==> src/rtl/sf_pkg.sv <==
`default_nettype none
// ============================================================================
//  Package : sf_pkg
//  Shared constants for the controller_inputs bit map used by the input
//  conditioner and by game, plus the raw-pin ordering inside the conditioner.
//  Revision: 1.0  initial release
// ============================================================================
package sf_pkg;

   // controller_inputs bit map
   localparam int CI_LEFT      = 0;
   localparam int CI_RIGHT     = 1;
   localparam int CI_UP        = 2;
   localparam int CI_DOWN      = 3;
   localparam int CI_ATK_PULSE = 4;
   localparam int CI_ATK_HELD  = 5;
   localparam int CI_SHD_HELD  = 6;
   localparam int CI_W         = 7;

   // Order of the normalised (active-high) pins inside the conditioner
   localparam int PIN_LEFT   = 0;
   localparam int PIN_RIGHT  = 1;
   localparam int PIN_UP     = 2;
   localparam int PIN_DOWN   = 3;
   localparam int PIN_ATTACK = 4;
   localparam int PIN_SHIELD = 5;
   localparam int NUM_PINS   = 6;

   // Opposing directions held together cancel to neutral; returns {b, a}
   function automatic logic [1:0] resolve_axis(input logic a, input logic b);
      return (a & b) ? 2'b00 : {b, a};
   endfunction

endpackage
`default_nettype wire

==> src/rtl/input_conditioner_if.sv <==
`default_nettype none
// ============================================================================
//  Interface : input_conditioner_if
//  Raw player pins in, conditioned controller_inputs vector out.
//  Revision: 1.0  initial release
// ============================================================================
interface input_conditioner_if;
   import sf_pkg::*;

   logic            left_l;
   logic            right_l;
   logic            up_l;
   logic            down_l;
   logic            attack;
   logic            shield;
   logic [CI_W-1:0] controller_inputs;

   // Pin driver side (board / bench)
   modport master (
      output left_l, right_l, up_l, down_l, attack, shield,
      input  controller_inputs
   );

   // Conditioner side
   modport slave (
      input  left_l, right_l, up_l, down_l, attack, shield,
      output controller_inputs
   );

endinterface
`default_nettype wire

==> src/rtl/debounce_bit.sv <==
`default_nettype none
// ============================================================================
//  Module  : debounce_bit
//  Two-flop synchroniser followed by a stability counter; the output level
//  only follows the input once it has held for DEBOUNCE_CYCLES clocks.
//  Revision: 1.0  initial release
// ============================================================================
module debounce_bit #(
   parameter int DEBOUNCE_CYCLES = 1_000_000,
   parameter int CNT_W           = 20
) (
   input  wire logic clk,
   input  wire logic rst_l,
   input  wire logic i_pin,
   output logic      o_stable
);

   localparam logic [CNT_W-1:0] C_CNT_LAST = CNT_W'(DEBOUNCE_CYCLES - 1);

   logic             r_s1;
   logic             r_s2;
   logic             r_stable;
   logic [CNT_W-1:0] r_cnt;

   // Synchronise the asynchronous pin into clk
   always_ff @(posedge clk or negedge rst_l) begin
      if (!rst_l) begin
         r_s1 <= 1'b0;
         r_s2 <= 1'b0;
      end else begin
         r_s1 <= i_pin;
         r_s2 <= r_s1;
      end
   end

   // Count consecutive cycles of disagreement; any return to the stable level restarts
   always_ff @(posedge clk or negedge rst_l) begin
      if (!rst_l) begin
         r_stable <= 1'b0;
         r_cnt    <= '0;
      end else if (r_s2 == r_stable) begin
         r_cnt <= '0;
      end else if (r_cnt == C_CNT_LAST) begin
         r_stable <= r_s2;
         r_cnt    <= '0;
      end else begin
         r_cnt <= r_cnt + CNT_W'(1);
      end
   end

   assign o_stable = r_stable;

endmodule
`default_nettype wire

==> src/rtl/input_conditioner.sv <==
`default_nettype none
// ============================================================================
//  Module  : input_conditioner
//  One player's joystick/buttons: normalise, synchronise, debounce, resolve
//  opposing directions (SOCD neutral), detect attack press, register output.
//  Revision: 1.0  initial release
// ============================================================================
module input_conditioner
   import sf_pkg::*;
#(
   parameter int DEBOUNCE_CYCLES = 1_000_000,
   parameter int CNT_W           = 20
) (
   input  wire logic              clk,
   input  wire logic              rst_l,
   input_conditioner_if.slave     bus
);

   logic [NUM_PINS-1:0] w_pin;
   logic [NUM_PINS-1:0] w_stable;
   logic [CI_W-1:0]     w_next;
   logic                r_atk_prev;
   logic [CI_W-1:0]     r_ci;

   // Directions are active-low on the connector; flip so released reads 0
   assign w_pin[PIN_LEFT]   = ~bus.left_l;
   assign w_pin[PIN_RIGHT]  = ~bus.right_l;
   assign w_pin[PIN_UP]     = ~bus.up_l;
   assign w_pin[PIN_DOWN]   = ~bus.down_l;
   assign w_pin[PIN_ATTACK] =  bus.attack;
   assign w_pin[PIN_SHIELD] =  bus.shield;

   generate
      for (genvar gi = 0; gi < NUM_PINS; gi++) begin : g_db
         debounce_bit #(
            .DEBOUNCE_CYCLES (DEBOUNCE_CYCLES),
            .CNT_W           (CNT_W)
         ) u_db (
            .clk      (clk),
            .rst_l    (rst_l),
            .i_pin    (w_pin[gi]),
            .o_stable (w_stable[gi])
         );
      end
   endgenerate

   // Resolve each axis independently and build the next output word
   always_comb begin
      w_next = '0;
      {w_next[CI_RIGHT], w_next[CI_LEFT]} = resolve_axis(w_stable[PIN_LEFT], w_stable[PIN_RIGHT]);
      {w_next[CI_DOWN],  w_next[CI_UP]}   = resolve_axis(w_stable[PIN_UP],   w_stable[PIN_DOWN]);
      w_next[CI_ATK_PULSE] = w_stable[PIN_ATTACK] & ~r_atk_prev;
      w_next[CI_ATK_HELD]  = w_stable[PIN_ATTACK];
      w_next[CI_SHD_HELD]  = w_stable[PIN_SHIELD];
   end

   // Register the output word and remember attack level for press detection
   always_ff @(posedge clk or negedge rst_l) begin
      if (!rst_l) begin
         r_atk_prev <= 1'b0;
         r_ci       <= '0;
      end else begin
         r_atk_prev <= w_stable[PIN_ATTACK];
         r_ci       <= w_next;
      end
   end

   assign bus.controller_inputs = r_ci;

endmodule
`default_nettype wire
==> src/flat_wrapper.sv <==
// flat-port wrapper written by rule: the top's interface ports become plain ports
module input_conditioner_flat import sf_pkg::*;
#(
   parameter int DEBOUNCE_CYCLES = 1_000_000,
   parameter int CNT_W           = 20
)
  (clk, rst_l, bus_left_l, bus_right_l, bus_up_l, bus_down_l, bus_attack, bus_shield, bus_controller_inputs);
  input_conditioner_if bus_i ();
  input  wire logic clk;
  input  wire logic rst_l;
  input wire logic [$bits(bus_i.left_l)-1:0] bus_left_l;
  input wire logic [$bits(bus_i.right_l)-1:0] bus_right_l;
  input wire logic [$bits(bus_i.up_l)-1:0] bus_up_l;
  input wire logic [$bits(bus_i.down_l)-1:0] bus_down_l;
  input wire logic [$bits(bus_i.attack)-1:0] bus_attack;
  input wire logic [$bits(bus_i.shield)-1:0] bus_shield;
  output wire logic [$bits(bus_i.controller_inputs)-1:0] bus_controller_inputs;
  assign bus_i.left_l = bus_left_l;
  assign bus_i.right_l = bus_right_l;
  assign bus_i.up_l = bus_up_l;
  assign bus_i.down_l = bus_down_l;
  assign bus_i.attack = bus_attack;
  assign bus_i.shield = bus_shield;
  assign bus_controller_inputs = bus_i.controller_inputs;
  input_conditioner #(.DEBOUNCE_CYCLES(DEBOUNCE_CYCLES), .CNT_W(CNT_W)) u_core (.clk(clk), .rst_l(rst_l), .bus(bus_i));
endmodule
==> config.mk <==
export PLATFORM = sky130hd
export DESIGN_NAME = input_conditioner_flat
export DESIGN_NICKNAME = d
export VERILOG_FILES = /design/src/rtl/sf_pkg.sv /design/src/rtl/input_conditioner_if.sv /design/src/rtl/debounce_bit.sv /design/src/rtl/input_conditioner.sv /design/src/flat_wrapper.sv
export SDC_FILE = /design/constraint.sdc
export NUM_CORES = 1
export LEC_CHECK = 0
export CORE_ASPECT_RATIO = 0.5
export CORE_MARGIN = 2
export CORE_UTILIZATION = 60
export DETAILED_ROUTE_END_ITERATION = 12
export DONT_BUFFER_PORTS = 1
export PLACE_DENSITY = 0.79
export SLEW_MARGIN = 20
export SYNTH_ARGS = -nofsm -noshare
export SYNTH_HDL_FRONTEND = slang
export SYNTH_SLANG_ARGS = --single-unit
==> constraint.sdc <==
create_clock -name clk -period 2.4 [get_ports clk]
set_clock_uncertainty 0.2 [all_clocks]
set_input_delay 0.48 -clock clk [delete_from_list [all_inputs] [get_ports clk]]
set_output_delay 0.48 -clock clk [all_outputs]
set_load 0.005 [all_outputs]
==> results of run 1 <==
-- through the flow --
stage | hold slack (ps) | instances
6_report | -447 | 862
5_1_grt | -471 | 862
4_1_cts | -463 | 862
3_5_place_dp | -13.2 | 825
3_3_place_gp | -11.9 | 825
2_1_floorplan | -15.6 | 681
-- cells in the final DEF, fill, tap and decap left out, types with 3 or more instances in the layout --
cell,count
nor3_1,17
and4_1,9
nor4_1,17
o31ai_1,9
xnor2_1,44
or4b_1,4
nand2_1,34
nor2b_1,6
clkbuf_16,17
o21ai_0,24
inv_1,24
nor4b_1,5
nand4_2,3
dlygate4sd3_1,6
nand4_1,27
a21oi_1,35
nor2_1,93
or4_1,10
clkinv_2,4
nand3_1,43
clkbuf_8,3
o31ai_2,3
and3_1,10
ha_1,6
xor2_1,35
mux2_2,5
or2_2,5
or3_1,26
clkinvlp_4,4
and2_1,3
buf_4,18
nand4bb_1,4
dfrtp_1,145
-- cells by family (layout without fill, tap and decap cells) --
| family | after synthesis | in the layout | share of synthesized area (%) |
|---|---|---|---|
| AOI/OAI and AO/OA | 76 | 76 | 6.45 |
| xor gates and xnor gates | 79 | 79 | 10.1 |
| buffers and inverters | 43 | 79 | 2.73 |
| DFF | 145 | 145 | 52.8 |
| adders and majority gates | 6 | 6 | 1.09 |
| muxes | 6 | 6 | 0.984 |
| and+or+nand+nor | 326 | 326 | 25.8 |
-- flip-flops by register name, summed over array words and instances (netlist names) --
signal,count
u_core.bus.controller_inputs,7
u_core.g_db.u_db.o_stable,6
u_core.g_db.u_db.r_cnt,120
u_core.g_db.u_db.r_s1,6
u_core.g_db.u_db.r_s2,6
-- layer usage --
metal | part of all wire (%) | vias to the layer above | track usage (%)
met1 | 47 | 2436 | 29.8
met4 | 2.0 | 0 | 11.1
li1 | - | 2470 | -
met2 | 47 | 91 | 37.6
met5 | 0 | - | 0
met3 | 3.2 | 29 | 5.65
-- worst register-to-register path: stages, from the launching register on --
cell and delay [ps]:
dfrtp_1 420, or4b_1 530, or4_4 530, nor2_1 110, mux2_1 330
-- worst paths after layout --
check / cells past startpoint / end / slack (ps)
setup / recovery: 4 / u_core.g_db[1].u_db.o_stable / 160
max in group asynchronous: 0 / u_core.bus.controller_inputs[3] / 2230
hold reg to reg: 0 / u_core.g_db[1].u_db.r_s2 / 150
min in group clk: 0 / u_core.g_db[1].u_db.r_s2 / 150
hold / removal: 0 / u_core.g_db[4].u_db.r_cnt[12] / -450
setup reg to reg: 4 / u_core.g_db[1].u_db.o_stable / 160
-- where the power goes --
part / total (mW) / internal, mW / leakage (nW) / switching, mW
clock: 2.61 / 1.60 / 0.277 / 1.01
combinational: 0.108 / 0.0465 / 0.896 / 0.0615
sequential: 2.51 / 2.48 / 1.98 / 0.0305
total: 5.22 / 4.12 / 3.16 / 1.10
-- final cells by class --
| cell class | count | area share, % |
|---|---|---|
| clock inverters | 10 | 1.42 |
| inverters | 24 | 1.16 |
| clock buffers | 21 | 6.08 |
| well taps | 145 | 2.34 |
| repair buffers | 24 | 2.52 |
| flip-flops and latches | 145 | 46.9 |
| multi-input cells | 493 | 39.6 |
==> summary.log, run 1 <==
INFO  outcome        outcome=finished with violations
INFO  outcome        violations=negative hold slack
INFO  critical_path  critical_path_class=reg2reg
INFO  synth          yosys_register_bits=145
INFO  synth          synth.yosys.warnings=0
INFO  synth          synth_area_leaders=dfrtp_1, xnor2_1, nor2_1
INFO  sta            hold_viol=145
INFO  critical_path  critPathTopFamily=simple AND/OR/NAND/NOR gates
INFO  sta            max-slew-margin-rel=64.5%
INFO  synth          synth_cells=681
INFO  synth          leading_area_contributor_after_synthesis=dfrtp_1
INFO  placement      port-buffer-count=0
INFO  sta            rsz0062_at_grt=false
INFO  power_and_ir_drop ir_drop=0.531mV
INFO  clock_tree     cts.sink_count=145
INFO  synth          synth.cells.most_frequent=dfrtp_1, nor2_1, xnor2_1, nand3_1
INFO  clock_tree     cts_tree=built
INFO  clock_tree     clock_latency=420ps
INFO  synth          seq_area_frac_synth=52.8%
INFO  route          ant_nets=0
INFO  route          vias_per_cell=5.83
INFO  sta            achievable-frequency=0.446GHz
INFO  final_layout   fill_cells=787
INFO  clock_tree     postCtsSetupRepairBufs=0
INFO  route          detailedRoute.firstPassIterationCount=4
INFO  critical_path  crit_slowest_cell=or4b_1
INFO  clock_tree     post_cts_resize_count=0
INFO  global_route   antenna_violations_before_repair=0
INFO  critical_path  critPathArrivalTime=2340ps
INFO  floorplanning  boundaryPins=15
INFO  critical_path  critical_path.startpoint=u_core.g_db[1].u_db.r_cnt[11]
INFO  placement      place.detailed.hpwl=8060um
INFO  synth          synthMostInstantiatedCell=dfrtp_1
INFO  final_layout   multi_input_area=3060squm
INFO  route          wirelength=13100um
INFO  clock_tree     cts_max_path_buffers=2
INFO  placement      dpl_worst_slack=175ps
INFO  clock_tree     htree_num_levels=4
INFO  global_route   grt.total_usage=23.2%
INFO  sta            layout_worst_path_cycle_share=93.3%
INFO  route          initialDrtViolationCount=356
INFO  synth          synth_cell_type_count=46
INFO  synth          syn_area=6870squm
INFO  critical_path  data_required_critical_path=2500ps
INFO  clock_tree     holdBufCountCts=6
INFO  final_layout   share_of_post_route_cells_with_drive_strength_above_1=9.76%
INFO  placement      finalWeightedCongestion=0.878
INFO  floorplanning  floorplan.rows=27
INFO  worst_hold_path timing.hold.worst.class=in2async
INFO  clock_tree     clkSlewWorstSetupHoldPaths=60ps
INFO  route          post-route-drc-count=0
INFO  clock_tree     cts_root_buffer=clkbuf_16
INFO  sta            holdWs=-447ps
INFO  final_layout   fin_util=69.8%
INFO  synth          synth_enable_flop_cells=0
INFO  synth          syn_area_per_cell=10.1squm
INFO  final_layout   final_area=7740squm
INFO  clock_tree     cts_buffers=17
INFO  global_route   grt_pass1_wl=22700um
INFO  critical_path  worst_path_largest_cell_delay=530ps
INFO  critical_path  worst-path-max-fanout=3
INFO  sta            final_max_slew_viol_count=0
INFO  synth          postSynthNetCount=695
INFO  job            cap_violations=0
INFO  global_route   grt.overflow.total=0
INFO  final_layout   area_growth=12.7%
INFO  power_and_ir_drop pwr_density_cell=675nW/um^2
INFO  floorplanning  die_area=12400squm
INFO  final_layout   finish.net_count=719
INFO  floorplanning  chipWidth=155um
INFO  critical_path  critical_path.endpoint_type=register
INFO  synth          ys.flop_type=dfrtp_1
INFO  sta            worst_pin_slew=528ps
INFO  global_route   grt_pass1_vias=4998
INFO  route          vias=5026
INFO  floorplanning  core-area=11100squm
INFO  power_and_ir_drop design_power_total=5.22mW
INFO  sta            setup_slack=160ps
INFO  route          avgRoutedWirePerCell=15.1um
INFO  critical_path  crit_chain=or4b_1 > or4_4 > nor2_1 > mux2_1
INFO  synth          synth_async_sr_flop_share=100%
INFO  final_layout   n_antenna_cell=0
INFO  critical_path  timing.critical_path.from_type=register
INFO  global_route   grt_start_max_net_pins=146
INFO  placement      placed_cell_area=7100squm
INFO  floorplanning  die_height=79.7um
INFO  sta            setup_tns=0ps
INFO  critical_path  r2r_start=u_core.g_db[1].u_db.r_cnt[11]
INFO  power_and_ir_drop leakagePower=3.16nW
INFO  synth          synth_top_area_share=52.8%
INFO  floorplanning  effective_utilization_at_floorplan=62.0%
INFO  final_layout   regArea=3630squm
INFO  sta            period_minus_slack=2240ps
INFO  critical_path  crit_buf_inv=0
INFO  sta            finalSetupViolCount=0
Note: power is estimated with default switching activity, not from simulation.
==> run 2, diff against run 1 <==
--- a/config.mk
+++ b/config.mk
@@ -8,6 +8,7 @@
 export CORE_ASPECT_RATIO = 0.5
 export CORE_MARGIN = 2
 export CORE_UTILIZATION = 60
+export CTS_CLUSTER_SIZE = 16
 export DETAILED_ROUTE_END_ITERATION = 12
 export DONT_BUFFER_PORTS = 1
 export PLACE_DENSITY = 0.79
==> results of run 2 <==
The final DEF is identical to that of run 1; final timing and power are the same.
==> run 3, diff against run 2 <==
--- a/config.mk
+++ b/config.mk
@@ -7,11 +7,12 @@
 export LEC_CHECK = 0
 export CORE_ASPECT_RATIO = 0.5
 export CORE_MARGIN = 2
-export CORE_UTILIZATION = 60
+export CORE_UTILIZATION = 50
+export CTS_BUF_LIST = sky130_fd_sc_hd__clkbuf_8 sky130_fd_sc_hd__clkbuf_16
 export CTS_CLUSTER_SIZE = 16
 export DETAILED_ROUTE_END_ITERATION = 12
 export DONT_BUFFER_PORTS = 1
-export PLACE_DENSITY = 0.79
+export PLACE_DENSITY = 0.68
 export SLEW_MARGIN = 20
 export SYNTH_ARGS = -nofsm -noshare
 export SYNTH_HDL_FRONTEND = slang
==> run 3 against run 2 <==
Against the previous run:
- the flow still finishes with violations (negative hold slack)
- die area increased by 19%
- sequential share of layout area is 0.12 points lower
- worst hold slack improved by 4.2 ps
- sequential cell count is the same
- total power rose by 0.44%
- utilization down 12 points
- global-route usage is 4.3 points lower
- first-iteration DRC count is 2.8% higher
- design area increased by 0.26%
- maximum frequency fell by 2.9%
- critical endpoint is now u_core.g_db[1].u_db.r_cnt[18]
- critical path depth grew 1
- non-clock buffer count shrank 4
==> summary.log, run 3 (synthesis results as in run 1) <==
INFO  placement      port-buffer-count=0
INFO  route          initialDrtViolationCount=366
INFO  critical_path  crit_buf_inv=1
INFO  route          vias=4991
INFO  sta            layout_worst_path_cycle_share=96.1%
INFO  sta            period_minus_slack=2310ps
INFO  worst_hold_path timing.hold.worst.class=in2async
INFO  floorplanning  chipWidth=170um
INFO  critical_path  critPathTopFamily=simple AND/OR/NAND/NOR gates
INFO  placement      place.detailed.hpwl=7970um
INFO  sta            holdWs=-443ps
INFO  floorplanning  core-area=13500squm
INFO  sta            hold_viol=145
INFO  sta            worst_pin_slew=503ps
INFO  outcome        outcome=finished with violations
INFO  route          wirelength=12800um
INFO  route          post-route-drc-count=0
INFO  critical_path  critical_path.endpoint_type=register
INFO  power_and_ir_drop pwr_density_cell=676nW/um^2
INFO  final_layout   layout_common_cells=dfrtp_1, nor2_1, xnor2_1, nand3_1
INFO  floorplanning  effective_utilization_at_floorplan=51.0%
INFO  critical_path  crit_slowest_cell=or4_4
INFO  power_and_ir_drop design_power_total=5.25mW
INFO  critical_path  data_required_critical_path=2470ps
INFO  outcome        violations=negative hold slack
INFO  sta            achievable-frequency=0.434GHz
INFO  route          avgRoutedWirePerCell=14.4um
INFO  final_layout   largest-register=u_core.g_db.u_db.r_cnt
INFO  sta            final_max_slew_viol_count=0
INFO  global_route   antenna_violations_before_repair=0
INFO  power_and_ir_drop ir_drop=0.507mV
INFO  critical_path  worst_path_largest_cell_delay=560ps
INFO  clock_tree     cts_max_path_buffers=2
INFO  floorplanning  floorplan.rows=30
INFO  job            cap_violations=0
INFO  clock_tree     cts_buffers=17
INFO  final_layout   finish.net_count=715
INFO  clock_tree     cts_root_buffer=clkbuf_16
INFO  clock_tree     postCtsSetupRepairBufs=0
INFO  final_layout   fill_cells=1131
INFO  power_and_ir_drop leakagePower=3.15nW
INFO  global_route   grt_pass1_wl=22300um
INFO  global_route   grt_pass1_vias=4765
INFO  critical_path  worst-path-max-fanout=13
INFO  clock_tree     cts_tree=built
INFO  placement      finalWeightedCongestion=0.811
INFO  floorplanning  boundaryPins=15
INFO  sta            finalSetupViolCount=0
INFO  floorplanning  die_area=14700squm
INFO  clock_tree     cts.sink_count=145
INFO  global_route   grt_start_max_net_pins=146
INFO  sta            max-slew-margin-rel=66.1%
INFO  clock_tree     post_cts_resize_count=0
INFO  placement      dpl_worst_slack=137ps
INFO  critical_path  crit_chain=or4b_1 > or4_4 > o21ai_2 > buf_4 > a21oi_1
INFO  sta            setup_slack=93.5ps
INFO  route          ant_nets=0
INFO  critical_path  critPathArrivalTime=2380ps
INFO  global_route   grt.total_usage=18.9%
INFO  clock_tree     holdBufCountCts=6
INFO  final_layout   number_of_flip_flops_in_the_largest_register=120
INFO  sta            rsz0062_at_grt=false
INFO  critical_path  critical_path_class=reg2reg
INFO  clock_tree     clkSlewWorstSetupHoldPaths=60ps
INFO  final_layout   share_of_post_route_cells_with_drive_strength_above_1=9.38%
INFO  clock_tree     clock_latency=410ps
INFO  final_layout   mostFrequentLayoutCell=dfrtp_1
INFO  final_layout   area_growth=13.0%
INFO  sta            setup_tns=0ps
INFO  final_layout   n_antenna_cell=0
INFO  floorplanning  die_height=86.9um
INFO  global_route   grt.overflow.total=0
INFO  clock_tree     htree_num_levels=4
INFO  critical_path  timing.critical_path.from_type=register
INFO  route          detailedRoute.firstPassIterationCount=4
INFO  route          vias_per_cell=5.61
==> run 3: report_power, final <==
part / switching (mW) / internal [mW]
combinational: 0.0600 / 0.0442
clock: 1.00 / 1.63
sequential: 0.0302 / 2.48
==> run 3: per-layer routing <==
metal | routed length, um | vias to the layer above | track usage, % | share of wire, %
li1 | - | 2455 | - | -
met1 | 6540 | 2445 | 26.4 | 51
met2 | 5800 | 76 | 29.5 | 45
met3 | 315 | 15 | 4.41 | 2.5
met4 | 136 | 0 | 5.91 | 1.1
met5 | 0 | - | 0 | 0
==> run 3: worst paths after layout <==
kind | from | cells past startpoint | to | slack (ps)
worst max-delay path | u_core.g_db[1].u_db.r_cnt[12] | 5 | u_core.g_db[1].u_db.r_cnt[18] | 90
worst min-delay path | rst_l | 0 | u_core.g_db[4].u_db.r_cnt[9] | -440
worst max register to register | u_core.g_db[1].u_db.r_cnt[12] | 5 | u_core.g_db[1].u_db.r_cnt[18] | 90
worst min register to register | u_core.g_db[4].u_db.r_s1 | 0 | u_core.g_db[4].u_db.r_s2 | 150
max in group asynchronous | rst_l | 0 | u_core.g_db[2].u_db.r_cnt[3] | 2160
min in group clk | u_core.g_db[4].u_db.r_s1 | 0 | u_core.g_db[4].u_db.r_s2 | 150
==> run 3: final cells by class <==
type / instances / area (sq um) / share of cell area, %
clock buffer: 21 / 480 / 6.19
clock inverter: 11 / 111 / 1.44
inverter: 24 / 90.1 / 1.16
multi-input combinational: 493 / 3060 / 39.5
sequential: 145 / 3630 / 46.8
tap: 176 / 220 / 2.84
timing repair buffer: 20 / 165 / 2.13
==> run 3: metrics by stage <==
stage | util (%) | cells | instance area [sq um]
after floorplan | - | 681 | 6870
after global placement | 52.7 | 852 | 7110
after detailed placement | 52.7 | 852 | 7110
after CTS | 57.6 | 890 | 7760
after global routing | 57.6 | 890 | 7760
final | 57.6 | 890 | 7760
